File: config.mk
export PLATFORM = sky130hd
export DESIGN_NAME = fp_byte_io_ctrl
export DESIGN_NICKNAME = d
export VERILOG_FILES = /design/src/rtl/fp_byte_io_ctrl_pkg.sv /design/src/rtl/fp_byte_io_ctrl.sv
export SDC_FILE = /design/constraint.sdc
export NUM_CORES = 1
export LEC_CHECK = 0
export ABC_AREA = 0
export CORE_MARGIN = 5
export CORE_UTILIZATION = 29
export DETAILED_ROUTE_END_ITERATION = 8
export GPL_TIMING_DRIVEN = 0
export PLACE_DENSITY = 0.6
export SYNTH_ARGS = -nofsm -noshare
export SYNTH_HDL_FRONTEND = slang
export SYNTH_SLANG_ARGS = --single-unit
File: constraint.sdc
create_clock -name clk -period 2.2 [get_ports clk]
set_input_delay 0.33 -clock clk [delete_from_list [all_inputs] [get_ports clk]]
set_output_delay 0.33 -clock clk [all_outputs]
set_load 0.05 [all_outputs]
File: src/rtl/fp_byte_io_ctrl_pkg.sv
// Shared definitions for the byte-serial FP add/sub front/back end.
//   - FSM state encodings (3-bit)
//   - Command byte bit positions
//   - Word/byte geometry and counter widths
//   - byte_sel(): picks the big-endian byte of a word for a given byte index
package fp_byte_io_ctrl_pkg;

  localparam int unsigned BYTE_W         = 8;
  localparam int unsigned WORD_W         = 32;
  localparam int unsigned BYTES_PER_WORD = 4;
  localparam int unsigned CNT_W          = 2;
  localparam int unsigned TO_CNT_W       = 16;

  localparam int unsigned CMD_SUB_BIT = 0;
  localparam int unsigned CMD_ACC_BIT = 1;

  localparam logic [2:0] ST_IDLE   = 3'd0;
  localparam logic [2:0] ST_LOAD_A = 3'd1;
  localparam logic [2:0] ST_LOAD_B = 3'd2;
  localparam logic [2:0] ST_EXEC   = 3'd3;
  localparam logic [2:0] ST_SEND   = 3'd4;

  localparam logic [CNT_W-1:0] LAST_BYTE = CNT_W'(BYTES_PER_WORD - 1);

  // Byte index 0 is the most significant byte (big-endian wire order).
  function automatic logic [BYTE_W-1:0] byte_sel(input logic [WORD_W-1:0] w,
                                                  input logic [CNT_W-1:0]  idx);
    logic [BYTE_W-1:0] b;
    case (idx)
      2'd0:    b = w[31:24];
      2'd1:    b = w[23:16];
      2'd2:    b = w[15:8];
      default: b = w[7:0];
    endcase
    return b;
  endfunction

endpackage

File: src/rtl/fp_byte_io_ctrl.sv
// Byte-serial front/back end for the combinational fp_addsub core.
// Collects a command byte and two 32-bit operands over an 8-bit valid/ready input,
// presents them to fp_addsub, captures the result and returns it as 4 bytes
// (MSB first) over an 8-bit valid/ready output.
// Ports:
//   clk, rst_n            clock, asynchronous active-low reset
//   in_data/valid/ready   input byte stream (transfer = in_valid & in_ready)
//   out_data/valid/ready  result byte stream (transfer = out_valid & out_ready)
//   fp_a, fp_b, fp_sub    registered operands/op select to fp_addsub
//   fp_result             combinational result from fp_addsub
//   busy                  high in every state except IDLE
//   timeout_err           1-cycle pulse when an operand load is aborted
module fp_byte_io_ctrl
  import fp_byte_io_ctrl_pkg::*;
#(
  parameter int unsigned LOAD_TIMEOUT = 0
) (
  input  logic              clk,
  input  logic              rst_n,
  input  logic [BYTE_W-1:0] in_data,
  input  logic              in_valid,
  output logic              in_ready,
  output logic [BYTE_W-1:0] out_data,
  output logic              out_valid,
  input  logic              out_ready,
  output logic [WORD_W-1:0] fp_a,
  output logic [WORD_W-1:0] fp_b,
  output logic              fp_sub,
  input  logic [WORD_W-1:0] fp_result,
  output logic              busy,
  output logic              timeout_err
);

  localparam logic [TO_CNT_W-1:0] TO_LAST = TO_CNT_W'(LOAD_TIMEOUT - 1);
  localparam bit                  TO_EN   = (LOAD_TIMEOUT != 0);

  logic [2:0]          r_state,   w_nxt_state;
  logic [WORD_W-1:0]   r_fp_a,    w_nxt_fp_a;
  logic [WORD_W-1:0]   r_fp_b,    w_nxt_fp_b;
  logic                r_fp_sub,  w_nxt_fp_sub;
  logic [WORD_W-1:0]   r_acc,     w_nxt_acc;
  logic [WORD_W-1:0]   r_res,     w_nxt_res;
  logic [CNT_W-1:0]    r_cnt,     w_nxt_cnt;
  logic [TO_CNT_W-1:0] r_to_cnt,  w_nxt_to_cnt;
  logic                r_to_err,  w_nxt_to_err;
  logic                r_in_ready,  w_nxt_in_ready;
  logic                r_out_valid, w_nxt_out_valid;
  logic [BYTE_W-1:0]   r_out_data,  w_nxt_out_data;
  logic                r_busy,      w_nxt_busy;

  logic w_in_xfer;
  logic w_out_xfer;

  assign w_in_xfer  = in_valid & r_in_ready;
  assign w_out_xfer = r_out_valid & out_ready;

  // State and datapath registers; status outputs are registered decodes of the next state.
  always_ff @(posedge clk or negedge rst_n) begin
    if (!rst_n) begin
      r_state     <= ST_IDLE;
      r_fp_a      <= '0;
      r_fp_b      <= '0;
      r_fp_sub    <= 1'b0;
      r_acc       <= '0;
      r_res       <= '0;
      r_cnt       <= '0;
      r_to_cnt    <= '0;
      r_to_err    <= 1'b0;
      r_in_ready  <= 1'b1;
      r_out_valid <= 1'b0;
      r_out_data  <= '0;
      r_busy      <= 1'b0;
    end else begin
      r_state     <= w_nxt_state;
      r_fp_a      <= w_nxt_fp_a;
      r_fp_b      <= w_nxt_fp_b;
      r_fp_sub    <= w_nxt_fp_sub;
      r_acc       <= w_nxt_acc;
      r_res       <= w_nxt_res;
      r_cnt       <= w_nxt_cnt;
      r_to_cnt    <= w_nxt_to_cnt;
      r_to_err    <= w_nxt_to_err;
      r_in_ready  <= w_nxt_in_ready;
      r_out_valid <= w_nxt_out_valid;
      r_out_data  <= w_nxt_out_data;
      r_busy      <= w_nxt_busy;
    end
  end

  // Next-state and datapath update.
  always_comb begin
    w_nxt_state  = r_state;
    w_nxt_fp_a   = r_fp_a;
    w_nxt_fp_b   = r_fp_b;
    w_nxt_fp_sub = r_fp_sub;
    w_nxt_acc    = r_acc;
    w_nxt_res    = r_res;
    w_nxt_cnt    = r_cnt;
    w_nxt_to_cnt = '0;
    w_nxt_to_err = 1'b0;

    case (r_state)
      ST_IDLE: begin
        w_nxt_cnt = '0;
        if (w_in_xfer) begin
          w_nxt_fp_sub = in_data[CMD_SUB_BIT];
          if (in_data[CMD_ACC_BIT]) begin
            w_nxt_fp_a  = r_acc;
            w_nxt_state = ST_LOAD_B;
          end else begin
            w_nxt_state = ST_LOAD_A;
          end
        end
      end

      ST_LOAD_A, ST_LOAD_B: begin
        if (w_in_xfer) begin
          // Shift left so the first byte received lands in bits [31:24].
          if (r_state == ST_LOAD_A) begin
            w_nxt_fp_a = {r_fp_a[WORD_W-BYTE_W-1:0], in_data};
          end else begin
            w_nxt_fp_b = {r_fp_b[WORD_W-BYTE_W-1:0], in_data};
          end
          w_nxt_cnt = r_cnt + CNT_W'(1);
          if (r_cnt == LAST_BYTE) begin
            w_nxt_state = (r_state == ST_LOAD_A) ? ST_LOAD_B : ST_EXEC;
          end
        end else if (TO_EN) begin
          // An accepted byte takes priority over expiry in the same cycle.
          if (r_to_cnt == TO_LAST) begin
            w_nxt_state  = ST_IDLE;
            w_nxt_fp_a   = '0;
            w_nxt_fp_b   = '0;
            w_nxt_cnt    = '0;
            w_nxt_to_err = 1'b1;
          end else begin
            w_nxt_to_cnt = r_to_cnt + TO_CNT_W'(1);
          end
        end
      end

      ST_EXEC: begin
        w_nxt_res   = fp_result;
        w_nxt_acc   = fp_result;
        w_nxt_cnt   = '0;
        w_nxt_state = ST_SEND;
      end

      ST_SEND: begin
        if (w_out_xfer) begin
          w_nxt_cnt = r_cnt + CNT_W'(1);
          if (r_cnt == LAST_BYTE) begin
            w_nxt_state = ST_IDLE;
          end
        end
      end

      default: begin
        w_nxt_state = ST_IDLE;
        w_nxt_cnt   = '0;
      end
    endcase
  end

  // Output decode from the next state, so outputs line up with the state they belong to.
  always_comb begin
    w_nxt_in_ready  = (w_nxt_state == ST_IDLE) || (w_nxt_state == ST_LOAD_A) ||
                      (w_nxt_state == ST_LOAD_B);
    w_nxt_out_valid = (w_nxt_state == ST_SEND);
    w_nxt_busy      = (w_nxt_state != ST_IDLE);
    w_nxt_out_data  = (w_nxt_state == ST_SEND) ? byte_sel(w_nxt_res, w_nxt_cnt) : '0;
  end

  assign in_ready    = r_in_ready;
  assign out_valid   = r_out_valid;
  assign out_data    = r_out_data;
  assign fp_a        = r_fp_a;
  assign fp_b        = r_fp_b;
  assign fp_sub      = r_fp_sub;
  assign busy        = r_busy;
  assign timeout_err = r_to_err;

endmodule

* Word level (Yosys, flattened, before mapping) *
Cells that the tools add are included.

cells by class
  reduce and logical (&&, ||, !) cells = 11
  eq/ne operators = 14
  bitwise operators = 3
  mux-type cells = 19
  add/sub/neg operators = 1

operators by type and width
  cell                 count
  $mux 32              5
  $pmux 32 s2          1
  $pmux 8 s3           1
  $mux 3               5
  $pmux 3 s4           1
  $eq 3x2->1 const B   3
  $mux 8               1
  $ne 2x2->1 const B   4
  $eq 3x1->1 const B   2
  $eq 3x3->1 const B   2
  $logic_not 3->1      2
  $mux 2               3
  $reduce_and 5->1     1
  $eq 2x2->1 const B   2
  $pmux 2 s2           1
  $reduce_and 3->1     1
  $reduce_bool 3->1    1
  $add 2x1->2 const B  1
  $and 1x1->1          2
  $eq 2x1->1 const B   1
  $logic_not 2->1      1
  $logic_or 1x1->1     2
  $reduce_and 2->1     1
  $reduce_bool 2->1    1
  other kinds (3)      3

word-level totals
  input port bits = 44
  register bits = 145
  logic and storage cells = 59

* Depth between registers and ports, before layout *
  word-level depth = 8
  depth in mapped cells = 8

* Worst setup path before layout *
No wires, ideal clock.

  path type = register to register
  start point = register r_in_ready (netlist: in_ready)
  end point = register r_out_data[0] (netlist: out_data[0])
  setup time = 130 ps
  required time = 2070 ps
  arrival time = 1922 ps
  stages on the path, launching flop included = 8
  clock period less this slack = 2052 ps
  setup slack = 148 ps
  path through = dfstp_2 nand2_2 mux2_4 a21oi_2 buf_6 buf_6 mux2i_1 o22ai_1

on the way
  longest elaborated chain between the ends = 6
  elaborated cells on any way between the ends = 12
  classes of those cells = eq/ne: 3; mux: 7; bitwise: 1; reduce/logical: 1

RTL lines
  item                                RTL line                   text
  start, declared                     fp_byte_io_ctrl.sv:46      logic r_in_ready, w_nxt_in_ready;
  start signal, assigned              fp_byte_io_ctrl.sv:83      r_in_ready <= w_nxt_in_ready;
  $and 1x1->1 (*)                     fp_byte_io_ctrl.sv:54      assign w_in_xfer = in_valid & r_in_ready;
  $mux 2                              fp_byte_io_ctrl.sv:117     if (w_in_xfer) begin
  $pmux 2 s2                          fp_byte_io_ctrl.sv:102     case (r_state)
  $eq 2x2->1 (tied with other cells)  fp_byte_io_ctrl_pkg.sv:29  case (idx)
  $pmux 8 s3                          fp_byte_io_ctrl_pkg.sv:29
  $mux 8 (*)                          fp_byte_io_ctrl.sv:171     w_nxt_out_data = (w_nxt_state == ST_SEND) ? byte_sel(w_nxt_res, w_nxt_cnt) : '0;
  named net w_nxt_out_data[0]         fp_byte_io_ctrl.sv:48      logic [BYTE_W-1:0] r_out_data, w_nxt_out_data;
  end signal, assigned                fp_byte_io_ctrl.sv:85      r_out_data <= w_nxt_out_data;
  end, declared                       fp_byte_io_ctrl.sv:48

The timed path passes the listed nets; every way through them passes the cells marked *.
A chain may end at the register's enable or synchronous reset.

* Worst setup path in the final report *
  start point = register r_in_ready (netlist: in_ready)
  end point = output port in_ready

RTL lines
  item           RTL line               text
  end, declared  fp_byte_io_ctrl.sv:22  output logic in_ready,

No word-level cell between the ends.

==> flow_summary.json <==
{
  "utilization": 0.4029,
  "report.final.slew_viol_count": 0,
  "dp_cells": 925,
  "cts_inserted_buffers": 17,
  "setup_viol": 0,
  "htreeDepth": 4,
  "cp_num_buf_inv": 1,
  "viasPerCell": 4.357,
  "crit_path_end_kind": "output pin",
  "crit_path_max_incr_delay_ns": 0.81,
  "crit_type": "flip-flop to output pin",
  "worstMarginPinSlew_ns": 0.5845,
  "cts_buffer_depth": 2,
  "cpMaxStageDelayCell": "clkdlybuf4s50_1",
  "ant_nets": 0,
  "grt_pass1_wl_um": 25140,
  "tns_ns": 0,
  "drcViolationCount": 0,
  "timing.slew.headroom": 0.6091,
  "synth-async-reset-ratio": 1.000,
  "rsz0062_at_grt": "no",
  "synth_ff_type": "dfrtp_1",
  "antenna_found_initial": 0,
  "final_cells": 959,
  "cts.clk_slew.worst_paths_ns": 0.06,
  "syn_inst": 535,
  "dp_hpwl_um": 11850,
  "drv_cap": 0,
  "via_count": 4178,
  "fillers": 1952,
  "firstDrtPassIters": 5,
  "final_cell_mix": "164 x nand2_1, 144 x dfrtp_1, 118 x clkdlybuf4s50_1, 45 x mux2i_1, 39 x nor2_1",
  "ff2ff_path_depth": 8,
  "port-buffer-count": 119,
  "start_kind": "flip-flop",
  "overflow": 0,
  "r2r_end": "out_data[3]",
  "clk-insertion-delay-late_ns": 0.42,
  "root_buffer": "clkbuf_16",
  "place_congestion": 0.7613,
  "yosysUniqueCellTypes": 41,
  "hp-class": "input port to asynchronous set/reset pin",
  "powerDensity_nw_per_um2": 1871,
  "cts_tree": "done",
  "stdcell_area_sq_um": 8099,
  "worstPathMaxFanout": 5,
  "ios": 121,
  "peakVddDrop_mv": 0.6579,
  "crit_path_cell_trace": "clkdlybuf4s50_1",
  "crit_required_ns": 1.87,
  "whs_ns": 0.4368,
  "rows": 52,
  "wl_um": 15940,
  "start_util": 0.2931,
  "hold_viol_final": 0,
  "drtIter0Drc": 264,
  "synth.yosys.warnings": 0,
  "ys_ff_latch": 145,
  "synth_edf_count": 0,
  "finalWorstPathRequiredPeriod_ns": 2.126,
  "die-area_sq_um": 23270,
  "crit_family": "buffers and inverters",
  "cts_sinks": 145,
  "nets": 721,
  "diodes": 0,
  "die_x_um": 152.6,
  "track_usage": 0.1386,
  "synthesis.nets": 580,
  "status": "completed",
  "skew_ns": 0.006750,
  "grt_pass1_vias": 4291,
  "cellLeakagePower_nw": 3.913,
  "final_common_cell": "nand2_1",
  "r2r_setup_slack_ns": 0.16,
  "yosysSeqAreaShare": 0.6159,
  "worstPathArrival_ns": 1.80,
  "drive_gt1_frac": 0.1451,
  "synth.avg_cell_area_sq_um": 11.02,
  "die_y_um": 152.6,
  "grt_max_degree": 94,
  "syn_to_final_growth_pct": 37.43,
  "coreArea_sq_um": 20100,
  "wl_per_cell_um": 16.62,
  "placed_cell_area_sq_um": 7451,
  "min_period_over_period": 0.9663,
  "worstReg2RegStart": "r_state[2]",
  "max_freq_ghz": 0.4704,
  "syn_area_sq_um": 5893
}
report_power, final:
group          switching (mW)  internal (mW)  total, mW
Sequential              0.732           3.95       4.68
Clock                    1.13           1.88       3.01
Combinational            4.74           2.73       7.47
Total                    6.60           8.55       15.2
cells by family (layout without fill, tap and decap cells):
kind of cell               Yosys count  count (layout)  synth area share
and+or+nand+nor                    221             221            0.1541
other                                1               1         0.0006363
xor gates and xnor gates             3               3          0.004459
DFF                                145             145            0.6159
adders and majority gates            1               1          0.002123
buffers and inverters               34             188           0.02908
muxes                               79              79            0.1420
AOI/OAI and AO/OA                   51              51           0.05159
routing by layer:
layer	global-route usage	vias up	wire length, um
met4	0.04243	0	212
met3	0.03465	15	663
met2	0.2221	84	7726
li1	-	2056	-
met1	0.1863	2023	7332
met5	0	-	0
layout make-up:
cell class,instances,area [sq um],area share
plain buffers,30,163.9,0.02024
well taps,270,337.8,0.04171
flip-flops and latches,145,3630,0.4482
clock buffers,20,466.7,0.05762
inverters,4,15.01,0.001854
repair buffers,122,1237,0.1528
clock inverters,12,156.4,0.01931
multi-input cells,356,2092,0.2583
stage by stage:
step           worst slack, ns  total power, mW
2_1_floorplan           0.1484            9.799
6_report               0.07419            15.15
4_1_cts                0.01532            15.29
3_5_place_dp           -0.2689            12.21
5_1_grt                0.02012            16.06
3_3_place_gp            -5.236            12.11
synth_stat cells (2+ instances only):
cell type	number	area (sq um)
a2111o_1	2	22.52
a21oi_1	34	170.2
a21oi_2	2	17.52
buf_2	8	40.04
buf_4	3	22.52
buf_6	3	33.78
clkbuf_1	15	56.30
dfrtp_1	144	3603
inv_1	3	11.26
mux2_2	33	371.6
mux2i_1	45	450.4
nand2_1	164	615.6
nand3_1	3	15.01
nand4_1	4	25.02
nor2_1	39	146.4
o211ai_1	3	22.52
o22ai_1	5	31.28
xor2_1	2	17.52
how the worst max path moves through the flow:
stage | to | cells past startpoint | slack (ns) | start
after floorplan | out_data[0] | 7 | 0.15 | in_ready
after detailed placement | fp_a[23] | 5 | -0.27 | in_data[1]
after CTS | r_acc[30] | 7 | 0.02 | r_state[0]
after global placement | out_data[0] | 1 | -5.24 | rst_n
after global routing | in_ready | 1 | 0.02 | in_ready
final | in_ready | 1 | 0.07 | in_ready
sequential cells by signal (all words and copies together), names as in the netlist:
register / cells
r_acc: 32
out_data: 8
r_cnt: 2
r_res: 32
r_state: 3
fp_sub: 1
fp_a: 32
in_ready: 1
busy: 1
out_valid: 1
fp_b: 32
what timing repair did:
action                     4_1_cts  5_1_grt
hold buffers                     1        0
setup endpoints to repair        0       31
buffers inserted                 0        1
gates resized for setup          0       12
hold endpoints to repair        51        0
No activity file was read; power rests on OpenSTA's default activity.
==> edit 1, RTL diff (same flow settings) <==
Take the reset off `r_res` and `r_out_data` and load them in a clocked block of their own.
--- a/src/rtl/fp_byte_io_ctrl.sv
+++ b/src/rtl/fp_byte_io_ctrl.sv
@@ -63,5 +63,4 @@
       r_fp_sub    <= 1'b0;
       r_acc       <= '0;
-      r_res       <= '0;
       r_cnt       <= '0;
       r_to_cnt    <= '0;
@@ -69,5 +68,4 @@
       r_in_ready  <= 1'b1;
       r_out_valid <= 1'b0;
-      r_out_data  <= '0;
       r_busy      <= 1'b0;
     end else begin
@@ -77,5 +75,4 @@
       r_fp_sub    <= w_nxt_fp_sub;
       r_acc       <= w_nxt_acc;
-      r_res       <= w_nxt_res;
       r_cnt       <= w_nxt_cnt;
       r_to_cnt    <= w_nxt_to_cnt;
@@ -83,7 +80,11 @@
       r_in_ready  <= w_nxt_in_ready;
       r_out_valid <= w_nxt_out_valid;
-      r_out_data  <= w_nxt_out_data;
       r_busy      <= w_nxt_busy;
     end
+  end
+
+  always_ff @(posedge clk) begin
+    r_res      <= w_nxt_res;
+    r_out_data <= w_nxt_out_data;
   end
 
Formal check against the unedited RTL: differs if rst_n is asserted again (counterexample within 10 cycles, from zero or initial values and one cycle with rst_n low); with rst_n held inactive, the same outputs for 10 cycles.
==> edit 1 against the original RTL <==
Worst hold slack gained 1.2 ps; highest routed layer unchanged; first-iteration DRC count rose by 31%; sequential cell count did not move; synthesized area is 1.0% lower; power shrank 2.2%; via count grew 4.0%; critical path depth is the same; worst setup slack lost 14 ps; routed wire length shrank 0.19%; final area decreased by 0.48%; non-clock buffer count rose by 1; final cell count down 0.10%; sequential share of layout area shrank 2.3 points.
==> edit 1: results (changes against the original RTL) <==
Run status
  • Outcome: finished, final reports clean

Clock tree
  • H-tree depth: 4 (unchanged)
  • Total CTS buffers: 17 (unchanged)
  • Clock latency at the later pin of the worst-skew pair: 420 ps (about the same)
  • Max Root-Sink Buffers: 2 (unchanged)
  • CTS root buffer: clkbuf_16
  • Worst-path clk slew: 60 ps (about the same)

Synthesis
  • Top_reg_cell synth: dfrtp_1
  • Asr flop ratio synth: 0.724 (-0.276)
  • Post-synth cell types: 41 (unchanged)
  • Synthesized Nets: 584 (+0.69%)
  • Yosys warnings: 0 (unchanged)
  • Top cells by area, synth: dfrtp_1, dfxtp_1, nand2_1, mux2_2, mux2i_1
  • Seq/Total Area, Yosys: 0.588 (-0.0279)
  • Post-synth top cells: nand2_1, dfrtp_1, dfxtp_1, nor2_1

Worst setup path
  • Slowest stage delay, CP: 830 ps (+20 ps)
  • Critical Path AT: 1810 ps
  • Crit-path leading delay family: buffers and inverters
  • Crit path max-delay cell type: clkdlybuf4s50_1
  • Crit Path Max Fanout: 5 (unchanged)

Global routing
  • Tot GR Track Use: 0.140 (+0.00129)
  • Number of global-route vias before repair: 4294 (+0.070%)
  • First-pass GRT wire length: 25200 um (+0.36%)
  • Pin count of the biggest net entering global routing: 65 (-31%)
  • Initial antenna violation count: 0 (unchanged)

Worst hold path
  • Worst min path class: register to register

Place
  • Final HPWL DP: 12100 um (+2.2%)
  • Gpl congestion: 0.834 (+9.5%)
  • I/O Buffers: 119 (unchanged)

Layout
  • Total Nets Final: 725 (+0.55%)
  • Fillers: 1954 (+0.10%)
  • ANT cells: 0 (unchanged)
  • Layout cells sized above 1: 0.153 (+0.00782)

Drt
  • DRT iter0 DRCs: 346 (+31%)
  • TritonRoute pass-1 iters: 5 (unchanged)
  • Routed wire length: 15900 um (-0.19%)
  • Via/cell ratio: 4.54 (+4.1%)

Pwr
  • Lkg Pwr: 3.72 nW (-5.1%)
  • Peak supply drop: 732 uV (+11%)

STA
  • Slew @ Worst Pin: 593 ps (+8.34 ps)
  • Clock skew: 10.7 ps (+3.96 ps)
-- edit 1: cell count changes after synthesis, sizes merged, moves of 5 or more --
cell	unedited run	this run
buf	15	21
a32o	0	8
o22ai	5	0
clkbuf	15	10
nand3b	1	8
dfxtp	0	40
mux4	0	8
dfrtp	144	104
nand3	3	10
mux2i	45	33
-- edit 1: cells by family (layout without fill, tap and decap cells) --
kind of cell,after synthesis,in the layout,synth area share
xor+xnor,1,1,0.00150
simple gates,234,234,0.167
flops,145,145,0.588
buf+inv,32,186,0.0298
mux,75,75,0.155
fa+ha+maj,1,1,0.00215
other cells,1,1,0.000643
compound gates,50,50,0.0556
-- edit 1: path summary, 6_finish.rpt --
kind	from	endpoint	slack, ps	depth (start not counted)
setup reg to reg	r_state[1]	fp_a[3]	70	6
min in group asynchronous	rst_n	fp_b[30]	470	2
hold / removal	r_res[17]	r_res[17]	440	2
setup / recovery	in_ready	in_ready	60	1
max in group asynchronous	rst_n	in_ready	1000	3
hold reg to reg	r_res[17]	r_res[17]	440	2
-- edit 1: repair_timing --
action / in CTS / in global routing
hold endpoints to repair: 41 / 0
buffers inserted: 2 / 0
resized for setup: 4 / 3
setup endpoints to repair: 44 / 42
hold buffers: 1 / 0
gates cloned: 0 / 0
pin swaps: 1 / 0
-- edit 1: worst reg2reg max path: cells and delay by family (launching register included) --
| kind | cells | cell delay (ps) |
|---|---|---|
| AND/OR/NAND/NOR | 1 | 300 |
| buffers and inverters | 2 | 590 |
| XOR/XNOR | 1 | 160 |
| AO/OA/AOI/OAI | 1 | 120 |
| flip-flops | 1 | 370 |
| multiplexers | 1 | 450 |
-- edit 1: power by group --
group	switching [mW]	internal, mW	leakage [nW]
Clock	1.08	1.93	0.314
Sequential	0.700	3.90	1.60
Combinational	4.48	2.74	1.80
Total	6.25	8.56	3.72
-- edit 1: per-layer routing --
metal,wire [um],global-route usage
met1,7640,0.198
met2,7140,0.208
met3,803,0.0307
met4,320,0.0574
met5,0,0
-- edit 1: through the flow --
stage          cell area (um2)  cells  TNS [ps]  setup WS [ps]  utilization
2_1_floorplan             5830    539         0           30.8            -
3_3_place_gp              7350    923   -377500          -3440        0.374
3_5_place_dp              7380    924    -17990           -378        0.375
4_1_cts                   8050    959         0           10.2        0.410
5_1_grt                   8060    958     -7.01          -7.01        0.410
6_report                  8060    958         0           60.6        0.410
-- edit 1: cell type report --
cell class	instances	area, um2	area share
buffer	30	170	0.0211
sequential	145	3430	0.425
clock buffer	25	538	0.0667
clock inverter	7	91.3	0.0113
multi-input combinational	362	2250	0.280
inverter	1	3.75	0.000466
tap	265	332	0.0411
timing repair buffer	123	1240	0.154
==> edit 2, RTL diff (same settings) <==
Without the edit above. The package constant `CNT_W` goes from 2 to 3.
--- a/src/rtl/fp_byte_io_ctrl_pkg.sv
+++ b/src/rtl/fp_byte_io_ctrl_pkg.sv
@@ -9,5 +9,5 @@
   localparam int unsigned WORD_W         = 32;
   localparam int unsigned BYTES_PER_WORD = 4;
-  localparam int unsigned CNT_W          = 2;
+  localparam int unsigned CNT_W          = 3;
   localparam int unsigned TO_CNT_W       = 16;
 
Formal check against the unedited RTL: not equivalent (Yosys sat finds a counterexample within 10 cycles, from zero or initial values and one cycle with rst_n low).
==> edit 2 against the original RTL <==
Synthesized cell count is 3.9% higher; register-to-register slack got worse by 70 ps; routed wire length is 4.4% higher; worst setup slack improved by 15 ps; power shrank 0.94%; sequential cell count grew 1; sequential share of layout area is 0.63 points lower; critical endpoint is now out_data[4]; final area increased by 2.1%; via count rose by 6.9%; non-clock buffer count stayed put; synthesized area is 3.1% higher.
==> edit 2: results (changes against the original RTL) <==
Place
  • Post-DP Area: 0.00764 mm2 (+2.6%)
  • Placed cell count: 951 (+2.8%)
  • Gpl congestion: 0.849 (+11%)
  • Final HPWL DP: 12300 um (+3.8%)

Worst setup path
  • Reg2reg start: r_state[1]
  • Critical register-to-register path endpoint: out_data[4]
  • Crit Path Class: register to register
  • Reg-to-reg slack, setup: 90 ps (-70 ps)
  • Crit Path Max Fanout: 10 (+5)

Global routing
  • M2 GR Usage: 0.221 (-0.000968)
  • Number of global-route vias before repair: 4472 (+4.2%)
  • First-pass GRT wire length: 25800 um (+2.7%)
  • Met3 Use GR: 0.0353 (+0.000605)

Synthesis
  • Post-Syn Area per Cell: 10.9 um2 (-0.75%)
  • Post-synth top cells: nand2_1, dfrtp_1, a21oi_1, mux2_2, nor2_1
  • Synth top area share: 0.597 (-0.0145)
  • Seq/Total Area, Yosys: 0.601 (-0.0146)
  • Post-synth cell types: 44 (+7.3%)

Drt
  • TritonRoute pass-1 iters: 4 (-1)
  • Met1 Wirelength: 7670 um (+4.6%)
  • Via/cell ratio: 4.54 (+4.2%)
  • Routed wire length: 16600 um (+4.4%)
  • DRT iter0 DRCs: 213 (-19%)
  • Met2 WL post-DR: 7840 um (+1.5%)
  • Met3 WL post-DR: 808 um (+22%)

STA
  • Final hold slack: 466 ps (+29.6 ps)
  • Slew @ Worst Pin: 726 ps (+142 ps)

Pwr
  • Peak supply drop: 525 uV (-20%)
  • Sequential group power: 4.69 mW (about the same)
  • Switching Power: 6.52 mW (-1.3%)
  • Final Power: 15.0 mW (-0.94%)

Layout
  • Total Nets Final: 742 (+2.9%)
  • Layout cells sized above 1: 0.147 (+0.00155)

Worst hold path
  • Worst min path class: register to register

Run status
  • Outcome: finished, final reports clean
## edit 2: changes by cell type after synthesis, sizes merged, moves of 5 or more
cell / delta
mux2i: -10
a41o: +7
buf: +5
a21oi: +9
mux2: +6
o2bb2ai: +7
## edit 2: critical path, stage by stage (launching register included)
cell	delay, ps
dfrtp_1	380
buf_6	150
xnor2_2	260
nor2_1	120
a2bb2oi_2	380
inv_2	210
mux2_2	340
o2bb2ai_1	150
## edit 2: logic make-up after synthesis
group,Yosys count,share of synthesized area
mux,75,0.132
compound gates,69,0.0766
fa+ha+maj,2,0.00412
other cells,1,0.000617
xor+xnor,3,0.00556
flops,146,0.601
simple gates,224,0.152
buf+inv,36,0.0284
## edit 2: layout make-up
type,instances,area [um2]
Sequential cell,146,3650
Inverter,5,18.8
Timing Repair Buffer,121,1230
Tap cell,275,344
Clock buffer,23,458
Multi-Input combinational cell,374,2280
Fill cell,2079,12600
Buffer,31,156
Clock inverter,9,130
